$ cat config.mk
export PLATFORM = sky130hd
export DESIGN_NAME = fpm_result_collector
export DESIGN_NICKNAME = d
export VERILOG_FILES = /design/src/rtl/fpm_result_collector.sv
export SDC_FILE = /design/constraint.sdc
export NUM_CORES = 1
export LEC_CHECK = 0
export ABC_AREA = 1
export BUFFER_PORTS_ARGS = -buffer_cell sky130_fd_sc_hd__buf_2
export CORE_ASPECT_RATIO = 0.6
export CORE_MARGIN = 10
export CORE_UTILIZATION = 40
export DETAILED_ROUTE_END_ITERATION = 8
export SLEW_MARGIN = 0
export SYNTH_ARGS = -nofsm -noshare
export SYNTH_HDL_FRONTEND = slang
export SYNTH_SLANG_ARGS = --single-unit
$ cat constraint.sdc
create_clock -name clk -period 4.6 [get_ports clk]
set_clock_uncertainty 0.15 [all_clocks]
set_input_delay 0.92 -clock clk [delete_from_list [all_inputs] [get_ports clk]]
set_output_delay 0.92 -clock clk [all_outputs]
set_load 0.02 [all_outputs]
$ cat src/rtl/fpm_result_collector.sv
`default_nettype none
// +--------------------------------------------------------------------------+
// | Module   : fpm_result_collector                                          |
// | Purpose  : Classifies FP multiplier products, buffers them in a FWFT     |
// |            FIFO and keeps saturating flag statistics.                    |
// | Revision : 1.0                                                           |
// +--------------------------------------------------------------------------+
module fpm_result_collector #(
    parameter int DEPTH = 8,
    parameter int CNT_W = 16
) (
    input  logic                     clk,
    input  logic                     rst,
    input  logic                     in_valid,
    input  logic [31:0]              fp_Z,
    input  logic                     ovrf,
    input  logic                     udrf,
    output logic                     out_valid,
    input  logic                     out_ready,
    output logic [31:0]              out_z,
    output logic [2:0]               out_class,
    output logic                     out_ovrf,
    output logic                     out_udrf,
    output logic [$clog2(DEPTH):0]   count,
    output logic                     full,
    output logic                     empty,
    input  logic                     clr_stats,
    output logic [CNT_W-1:0]         ovrf_cnt,
    output logic [CNT_W-1:0]         udrf_cnt,
    output logic [CNT_W-1:0]         nan_cnt,
    output logic [CNT_W-1:0]         drop_cnt
);

    localparam int                  c_ADDR_W = $clog2(DEPTH);
    localparam logic [c_ADDR_W:0]   c_FULL   = (c_ADDR_W + 1)'(DEPTH);
    localparam logic [2:0]          c_ZERO   = 3'd0;
    localparam logic [2:0]          c_SUB    = 3'd1;
    localparam logic [2:0]          c_NORM   = 3'd2;
    localparam logic [2:0]          c_INF    = 3'd3;
    localparam logic [2:0]          c_NAN    = 3'd4;

    logic [31:0]         r_mem_z   [DEPTH];
    logic [2:0]          r_mem_cls [DEPTH];
    logic                r_mem_ov  [DEPTH];
    logic                r_mem_ud  [DEPTH];
    logic [c_ADDR_W-1:0] r_wr_ptr;
    logic [c_ADDR_W-1:0] r_rd_ptr;
    logic [c_ADDR_W:0]   r_count;
    logic [CNT_W-1:0]    r_ovrf_cnt;
    logic [CNT_W-1:0]    r_udrf_cnt;
    logic [CNT_W-1:0]    r_nan_cnt;
    logic [CNT_W-1:0]    r_drop_cnt;

    logic [2:0]          w_class;
    logic                w_empty;
    logic                w_full;
    logic                w_pop;
    logic                w_push;
    logic                w_drop;

    always_comb begin
        w_class = c_NORM;
        if (fp_Z[30:23] == 8'd0)
            w_class = (fp_Z[22:0] == 23'd0) ? c_ZERO : c_SUB;
        else if (fp_Z[30:23] == 8'hFF)
            w_class = (fp_Z[22:0] == 23'd0) ? c_INF : c_NAN;
    end

    assign w_empty = (r_count == '0);
    assign w_full  = (r_count == c_FULL);
    assign w_pop   = !w_empty && out_ready;
    // A full FIFO still accepts when the head leaves in the same cycle.
    assign w_push  = in_valid && (!w_full || w_pop);
    assign w_drop  = in_valid && w_full && !w_pop;

    function automatic logic [CNT_W-1:0] f_sat_inc(input logic [CNT_W-1:0] v, input logic en);
        return (en && (v != {CNT_W{1'b1}})) ? v + CNT_W'(1) : v;
    endfunction

    always_ff @(posedge clk) begin
        if (w_push && !rst) begin
            r_mem_z[r_wr_ptr]   <= fp_Z;
            r_mem_cls[r_wr_ptr] <= w_class;
            r_mem_ov[r_wr_ptr]  <= ovrf;
            r_mem_ud[r_wr_ptr]  <= udrf;
        end
    end

    always_ff @(posedge clk) begin
        if (rst) begin
            r_wr_ptr <= '0;
            r_rd_ptr <= '0;
            r_count  <= '0;
        end else begin
            if (w_push)
                r_wr_ptr <= r_wr_ptr + 1'b1;
            if (w_pop)
                r_rd_ptr <= r_rd_ptr + 1'b1;
            case ({w_push, w_pop})
                2'b10:   r_count <= r_count + 1'b1;
                2'b01:   r_count <= r_count - 1'b1;
                default: r_count <= r_count;
            endcase
        end
    end

    // Clear wins over any increment landing in the same cycle.
    always_ff @(posedge clk) begin
        if (rst || clr_stats) begin
            r_ovrf_cnt <= '0;
            r_udrf_cnt <= '0;
            r_nan_cnt  <= '0;
            r_drop_cnt <= '0;
        end else begin
            r_ovrf_cnt <= f_sat_inc(r_ovrf_cnt, w_push && ovrf);
            r_udrf_cnt <= f_sat_inc(r_udrf_cnt, w_push && udrf);
            r_nan_cnt  <= f_sat_inc(r_nan_cnt, w_push && (w_class == c_NAN));
            r_drop_cnt <= f_sat_inc(r_drop_cnt, w_drop);
        end
    end

    assign out_valid = !w_empty;
    assign out_z     = w_empty ? 32'd0 : r_mem_z[r_rd_ptr];
    assign out_class = w_empty ? 3'd0  : r_mem_cls[r_rd_ptr];
    assign out_ovrf  = w_empty ? 1'b0  : r_mem_ov[r_rd_ptr];
    assign out_udrf  = w_empty ? 1'b0  : r_mem_ud[r_rd_ptr];
    assign count     = r_count;
    assign full      = w_full;
    assign empty     = w_empty;
    assign ovrf_cnt  = r_ovrf_cnt;
    assign udrf_cnt  = r_udrf_cnt;
    assign nan_cnt   = r_nan_cnt;
    assign drop_cnt  = r_drop_cnt;

endmodule
`default_nettype wire
Word-level counts from Yosys, hierarchy flattened
Memories as Yosys holds them, arrays and structs flattened. A register that Yosys moved wholly into a read port is not among the register bits.
Cells that the tools add are included.
{"block": "op_classes", "n_addsub": 8, "eq_ne": 9, "muxes": 19, "reduce_logical": 22}
{"operator": "$add 16x1->16 const B", "count": 4}
{"operator": "$ne 16x16->1 const B", "count": 4}
{"operator": "$mux 3", "count": 12}
{"operator": "$mux 32", "count": 1}
{"operator": "$logic_not 23->1", "count": 1}
{"operator": "$logic_and 1x1->1", "count": 12}
{"operator": "$eq 8x8->1 const B", "count": 1}
{"operator": "$logic_not 8->1", "count": 1}
{"operator": "$pmux 4 s2", "count": 1}
{"operator": "$add 3x1->3 const B", "count": 2}
{"operator": "$mux 1", "count": 5}
{"operator": "$add 4x1->4 const B", "count": 1}
{"operator": "$eq 4x4->1 const B", "count": 1}
{"operator": "$logic_not 1->1", "count": 4}
{"operator": "$logic_not 4->1", "count": 1}
{"operator": "$sub 4x1->4 const B", "count": 1}
{"operator": "$eq 3x3->1 const B", "count": 1}
{"operator": "$eq 2x1->1 const B", "count": 1}
{"operator": "$eq 2x2->1 const B", "count": 1}
{"operator": "$logic_or 1x1->1", "count": 2}
{"operator": "$reduce_bool 2->1", "count": 1}
{"block": "totals", "reg_bits": 74, "ramBits": 296, "in_bits": 39, "output_inout_bits": 108, "elab_cells": 69, "n_memories": 4}
{"memory": "r_mem_z", "depth": 8, "width": 32, "read_ports": 1, "rd_ports_with_merged_regs": 1, "write_ports": 1, "line_no": "42", "source": "logic [31:0] r_mem_z [DEPTH];"}
{"memory": "r_mem_cls", "depth": 8, "width": 3, "read_ports": 1, "rd_ports_with_merged_regs": 1, "write_ports": 1, "line_no": "43", "source": "logic [2:0] r_mem_cls [DEPTH];"}
{"memory": "r_mem_ov", "depth": 8, "width": 1, "read_ports": 1, "rd_ports_with_merged_regs": 1, "write_ports": 1, "line_no": "44", "source": "logic r_mem_ov [DEPTH];"}
{"memory": "r_mem_ud", "depth": 8, "width": 1, "read_ports": 1, "rd_ports_with_merged_regs": 1, "write_ports": 1, "line_no": "45", "source": "logic r_mem_ud [DEPTH];"}

Logic depth before layout (Yosys ltp)
Gate-level depths: netlist of run 1.
{"block": "logic_depth", "word_depth": 8, "mapped_depth": 14, "ltp_nobuf": 14}

Least setup slack after synthesis of run 1
OpenSTA, ideal clock, no wires.
{"block": "synth_timing", "kind": "input to register", "start": "in out_ready", "end": "mem r_mem_cls[0][0], enable pin", "setup_ns": 0.477, "arrival_time_ns": 3.890, "required_ns": 3.973, "path_slack_ns": 0.082, "stages": 6, "path_buffers": 0, "path_cell_list": "inv_1 nand4_4 nand2_4 nor2_1 inv_1 nor3_1"}
{"block": "synth_via", "elab_chain_cells": 6}
{"item": "start: declaration", "line_no": "19", "source": "input logic out_ready,"}
{"item": "$logic_and 1x1->1", "line_no": "71", "source": "assign w_pop = !w_empty && out_ready;"}
{"item": "$logic_or 1x1->1", "line_no": "73", "source": "assign w_push = in_valid && (!w_full || w_pop);"}
{"item": "$logic_and 1x1->1", "line_no": "73"}
{"item": "$logic_and 1x1->1", "line_no": "81", "source": "if (w_push && !rst) begin"}
{"item": "$mux 1", "line_no": "81"}
{"item": "$mux 1 (not written as such)", "line_no": "83", "source": "r_mem_cls[r_wr_ptr] <= w_class;"}
{"item": "end: declaration", "line_no": "43"}
No other way between the ends.

==> results of run 1 <==
-- synthesized netlist by cell type, drive strengths merged, types with 10 or more instances --
| cell type | number |
|---|---|
| a21oi | 59 |
| a31oi | 37 |
| buf | 37 |
| clkbuf | 39 |
| dfxtp | 77 |
| edfxtp | 296 |
| inv | 69 |
| nand2 | 197 |
| nand3 | 43 |
| nand4 | 14 |
| nor2 | 340 |
| nor3 | 23 |
| o21ai | 223 |
| o22ai | 37 |
| xnor2 | 10 |
| xor2 | 18 |
-- power by group through the flow --
stage,sequential (mW),combinational [mW],clock [mW]
after floorplan,3.83,1.24,0
after global routing,3.76,2.09,3.27
after detailed placement,3.83,1.91,0
final,3.75,1.89,3.05
after global placement,3.82,1.89,0
after CTS,3.75,1.92,3.13
-- state kept, by name, indices dropped and copies added, names as in the netlist, named ones only --
signal     flops
drop_cnt      16
r_mem_ov       8
ovrf_cnt      16
count          4
r_mem_ud       8
r_mem_z      256
r_wr_ptr       3
udrf_cnt      16
nan_cnt       16
r_rd_ptr       3
r_mem_cls     24
-- layer usage --
metal / track usage (%) / share of wire, %
met3: 2.91 / 5.2
met2: 25.1 / 44
met1: 23.3 / 49
met4: 3.75 / 1.6
met5: 0 / 0
-- per-stage QoR --
| stage | total power, mW | hold slack, ns | cell area [um2] |
|---|---|---|---|
| floorplan | 5.07 | 0.283 | 16000 |
| global placement | 5.71 | 0.299 | 17300 |
| detailed placement | 5.74 | 0.305 | 17300 |
| CTS | 8.80 | 0.315 | 18500 |
| global route | 9.12 | 0.341 | 18500 |
| finish | 8.69 | 0.314 | 18500 |
-- logic make-up after synthesis --
logic type      synth area share, %
flops                          65.0
xor+xnor                       1.53
simple gates                   16.4
fa+ha+maj                     0.749
buf+inv                        4.20
compound gates                 12.1
-- worst max-delay path by stage --
stage                         start         endpoint  slack, ns  cells past startpoint
after floorplan           out_ready  r_mem_cls[0][0]       0.08                      6
after global placement    out_ready    r_mem_z[5][3]       1.29                      8
after detailed placement  out_ready    r_mem_z[5][3]       1.25                      8
after CTS                      flop     out_class[0]       0.81                      6
after global routing           flop     out_class[0]       0.64                      6
final                          flop     out_class[0]       0.83                      6
-- worst max-delay path, stage by stage, from the launching register on --
cell and delay, ns:
dfxtp_2 0.33, buf_4 0.71, o21ai_0 0.25, o22ai_1 0.22
o21ai_0 0.10, a31oi_1 0.27, buf_2 0.26
-- placed cells by master, fill, tap and decap left out, drive strengths merged, types with 18 or more instances in the layout --
cell    instances
o21ai         223
buf           166
clkbuf         45
nand2         197
inv            70
nand3          43
edfxtp        296
xor2           18
dfxtp          77
nor3           23
clkinv         18
a31oi          37
a21oi          59
o22ai          37
nor2          340
-- area by class of cell --
class	instances	share of cell area, %
antenna	1	0.0135
clock buffer	45	5.41
clock inverter	21	1.10
inverter	72	1.50
multi-input combinational	1022	27.0
sequential	373	56.5
tap	522	3.54
timing repair buffer	166	4.90
==> reports/metrics.yaml, run 1 <==
logic_synthesis:
  synth-seq-area-share_pct: 65.0
  synth-seq-cells: 373
  synth_top_flop_cell: "edfxtp_1"
  yosysTopAreaCell: "edfxtp_1"
  synth_nets: 1591
  syn_area_um2: 16000
  yosysTopAreaCellShare_pct: 55.4
  ys_warn_count: 0
  synth_cell_types: 46
  synth_edf_count: 296
  synthTopCellsByArea: "edfxtp_1 55%, dfxtp_1 9.6%, nor2_1 7.7%"
  syn_avg_cell_area_um2: 10.4
  async_reset_ff_share_pct: 0
  synthCells: 1543
routing:
  vias_per_cell: 5.21
  ant_nets: 0
  initialDrtViolationCount: 954
  drcViolationCount: 0
  drtPass1Iterations: 6
  vias: 11600
  wl_per_cell_um: 18.3
  routed_wirelength_um: 40800
global_routing:
  grt_pass1_wl_um: 63600
  grt_max_degree: 149
  antenna_found_initial: 1
  grt_usage_pct: 16.2
  grt_pass1_vias: 10900
  gr-total-overflow: 0
cts:
  clkTransAtPathRegs_ns: 0.06
  cts-root-buf: "clkbuf_16"
  clkSinkCount: 373
  cts_resized: 0
  post-cts-setup-buffer-count: 0
  cts_htree_levels: 2
  cts_tree: "yes"
  cts_buffers: 38
  cts_buffer_depth: 3
  cts_hold_buf: 0
  clk_latency_ns: 0.53
pwr:
  switchingPower_mw: 2.66
  pwr-share-comb_pct: 21.7
  swShare_pct: 30.6
  internal-power_mw: 6.03
  clockPowerShare_pct: 35.1
  p_leak_nw: 6.48
  seqPwrFrac_pct: 43.2
  peakVddDrop_uv: 287
  p_per_area_nw_per_um2: 470
placement:
  gp_congestion: 0.843
  numPortBuffers: 146
  dp_hpwl_um: 24600
  dp.cells: 2155
  pre_cts_ws_ns: 1.25
worst_hold_path:
  holdPathStages: 2
  hp-start: "r_rd_ptr[2]"
  min_path_type: "reg2reg"
setup_path:
  worst-r2r-cell-count: 14
  crit_required_ns: 3.53
  crit_type: "reg2out"
  path_max_fanout: 74
  r2r-start: "count[0]"
  regToRegEndpoint: "count[3]"
  endpoint_kind: "output port"
  crit_arrival_ns: 2.70
  r2r_slack_ns: 1.73
  startpoint_type: "flop"
final_layout:
  drive_above_1_share_pct: 16.0
  nFillCells: 3652
  instances_no_fill: 2222
  area_growth_pct: 15.2
  final_nets: 1721
  seq_area_um2: 10400
  multi_input_area_um2: 4990
  final_util_pct: 47.0
die:
  start_util_pct: 40.8
  num_rows: 56
  die-area_um2: 48800
  io_pins: 147
  die_x_um: 278
  dieHeight_um: 175
  core-area_um2: 39300
timing:
  worst_slew_pin_slew_ns: 0.935
  tns_ns: 0
  setup_viol: 0
  drv_slew: 0
  maxSlewHeadroom_pct: 37.1
  finalWorstPathRequiredPeriod_ns: 3.77
  finalCritPeriodShare_pct: 81.8
  rsz0062_at_grt: "false"
  clock.fmax_mhz: 266
  layout_setup_ws_ns: 0.835
  hold_viol: 0
status:
  status: "complete, no violations"
flow_run:
  max-cap-violations: 0
No activity file was read; power rests on OpenSTA's default activity.
==> run 2, diff against run 1 <==
--- a/config.mk
+++ b/config.mk
@@ -5,7 +5,7 @@
 export SDC_FILE = /design/constraint.sdc
 export NUM_CORES = 1
 export LEC_CHECK = 0
-export ABC_AREA = 1
+export ABC_AREA = 0
 export BUFFER_PORTS_ARGS = -buffer_cell sky130_fd_sc_hd__buf_2
 export CORE_ASPECT_RATIO = 0.6
 export CORE_MARGIN = 10
==> constraint.sdc (replaced) <==
create_clock -name clk -period 3.57 [get_ports clk]
set_clock_uncertainty 0.15 [all_clocks]
set_input_delay 0.714 -clock clk [delete_from_list [all_inputs] [get_ports clk]]
set_output_delay 0.714 -clock clk [all_outputs]
set_load 0.02 [all_outputs]
==> run 2 against run 1 <==
Wire length down 15%. Synthesized area down 5.5%. Worst setup slack worse by 0.60 ns. Global-route usage down 1.4 points. Clock-buffer cell count down 1. Critical path depth down 1. Critical path type unchanged. Largest cell class unchanged.
==> reports/metrics.yaml, run 2 <==
timing:
  hold_viol: 0  # unchanged
  maxSlewHeadroom_pct: 36.7  # -0.46 points
  setup_viol: 0  # unchanged
  rsz0062_at_grt: "false"
  clock.fmax_mhz: 299
  holdWs_ns: 0.304  # -0.0103 ns
  worst_slew_pin_slew_ns: 0.940  # +0.00501 ns
  drv_slew: 0  # unchanged
  finalCritPeriodShare_pct: 93.6
  finalWorstPathRequiredPeriod_ns: 3.34
setup_path:
  r2r_slack_ns: 0.77  # -0.96 ns
  crit_arrival_ns: 2.48  # -0.22 ns
  crit_type: "reg2out"
  endpoint_kind: "output port"
  crit_required_ns: 2.71  # -0.82 ns
  path_max_fanout: 26  # -65%
  startpoint_type: "flop"
  r2r-start: "count[0]"
logic_synthesis:
  synth_nets: 986  # -38%
  synth-seq-cells: 373  # unchanged
  yosys.cell_count.top_type: "edfxtp_1"
  yosysTopAreaCellShare_pct: 58.6  # +3.2 points
  synth_common_cells: "296 x edfxtp_1, 97 x nor2_1, 77 x dfxtp_1"
  synthTopCellsByArea: "edfxtp_1 59%, mux4_2 11%, dfxtp_1 10%"
  synth_cell_types: 54  # +17%
  syn_area_um2: 15200  # -5.5%
  yosysTopAreaCell: "edfxtp_1"
  synth-seq-area-share_pct: 68.8  # +3.8 points
  ys_warn_count: 0  # unchanged
  synth_top_flop_cell: "edfxtp_1"
  async_reset_ff_share_pct: 0  # unchanged
  synth_edf_count: 296  # unchanged
  synthCells: 938  # -39%
  syn_avg_cell_area_um2: 16.2  # +55%
final_layout:
  largestRegisters: "r_mem_z: 256 flops, r_mem_cls: 24 flops"
  stdcell_area_um2: 17900  # -2.9%
  area_growth_pct: 18.4
  final_nets: 1155  # -33%
  largest_reg_flops: 256  # unchanged
  final_common_cell: "edfxtp_1"
  largest-register: "r_mem_z"
  drive_above_1_share_pct: 29.3  # +13 points
  final_cell_mix: "296 x edfxtp_1, 146 x buf_2, 95 x nor2_1"
cts:
  cts_hold_buf: 0  # unchanged
  clkSinkCount: 373  # unchanged
  post-cts-setup-buffer-count: 0  # unchanged
  cts_htree_levels: 2  # unchanged
  cts_tree: "yes"
  cts_buffer_depth: 3  # unchanged
  cts-root-buf: "clkbuf_16"
  cts_resized: 0  # unchanged
  clkTransAtPathRegs_ns: 0.07  # about the same
  clk_latency_ns: 0.52  # about the same
  cts_buffers: 37  # -2.6%
placement:
  gp_congestion: 0.774  # -8.2%
  dp_hpwl_um: 21900  # -11%
  numPortBuffers: 146  # unchanged
  place_area_um2: 16700  # -3.3%
routing:
  wl_per_cell_um: 21.0  # +15%
  vias_per_cell: 5.30  # +1.7%
  ant_nets: 0  # unchanged
  drcViolationCount: 0  # unchanged
  vias: 8741  # -24%
  drtPass1Iterations: 5  # -1
  routed_wirelength_um: 34700  # -15%
  initialDrtViolationCount: 688  # -28%
worst_hold_path:
  min_path_type: "in2reg"
  hp-start: "fp_Z[5]"
pwr:
  p_leak_nw: 5.83  # -10%
  peakVddDrop_uv: 473  # +65%
  p_per_area_nw_per_um2: 646  # +37%
die:
  io_pins: 147  # unchanged
  die-area_um2: 46300  # -5.0%
  core-area_um2: 37600  # -4.4%
  die_x_um: 271  # -2.6%
  dieHeight_um: 171  # -2.5%
  num_rows: 55  # -1.8%
  start_util_pct: 40.3  # -0.46 points
global_routing:
  grt_usage_pct: 14.9  # -1.4 points
  gr-total-overflow: 0  # unchanged
  grt_pass1_vias: 8719  # -20%
  antenna_found_initial: 3  # +2
  grt_pass1_wl_um: 53600  # -16%
  grt_max_degree: 44  # -70%
flow_run:
  max-cap-violations: 0  # unchanged
status:
  status: "complete, no violations"
## run 2: where the power goes
group          total [mW]  internal, mW  switching [mW]
Clock                3.99          2.33            1.66
Combinational        2.66          1.13            1.53
Sequential           4.95          4.79           0.159
Total                11.6          8.25            3.35
## run 2: through the flow
step,std cells,TNS (ns),power [mW],worst slack [ns],utilization (%)
CTS,1649,0,11.8,0.160,47.7
detailed placement,1581,0,7.78,0.616,44.4
global placement,1581,0,7.75,0.679,44.4
global route,1649,0,12.2,0.0475,47.7
finish,1650,0,11.6,0.230,47.8
floorplan,938,-94.69,6.84,-0.891,-
## run 2: worst paths after layout
check / end / cells after the start
setup reg to reg: count[3] / 8
hold / removal: r_mem_z[4][5] / 1
hold reg to reg: udrf_cnt[15] / 2
setup / recovery: out_z[20] / 5
## run 2: per-layer routing
| metal | GRT usage (%) | wire length (um) | part of all wire [%] | vias up |
|---|---|---|---|---|
| met4 | 3.30 | 485 | 1.4 | 2 |
| met1 | 21.4 | 16400 | 47 | 4438 |
| met2 | 22.8 | 15700 | 45 | 223 |
| met5 | 0 | 9 | 0.026 | - |
| met3 | 3.23 | 2060 | 5.9 | 37 |
| li1 | - | - | - | 4041 |
## run 2: final cells by class
class / instances / area, um2
repair buffers: 174 / 1000
clock buffers: 44 / 973
flip-flops and latches: 373 / 10400
fillers: 3256 / 19600
diodes: 1 / 2.50
inverters: 12 / 47.5
clock inverters: 24 / 272
well taps: 513 / 642
multi-input cells: 509 / 4560
## run 2: logic make-up after synthesis
group | after synthesis | synth area share, %
AO/OA/AOI/OAI | 61 | 2.58
multiplexers | 117 | 13.8
adder cells (fa/ha/maj) | 9 | 0.793
XOR/XNOR | 46 | 2.66
buffers and inverters | 56 | 1.68
flip-flops | 373 | 68.8
AND/OR/NAND/NOR | 276 | 9.63
## run 2: critical path: stages (launching register included)
cell and delay (ns):
dfxtp_4 0.59, buf_12 0.29, mux4_2 0.52, mux2i_1 0.27, nor2_1 0.07, buf_2 0.18
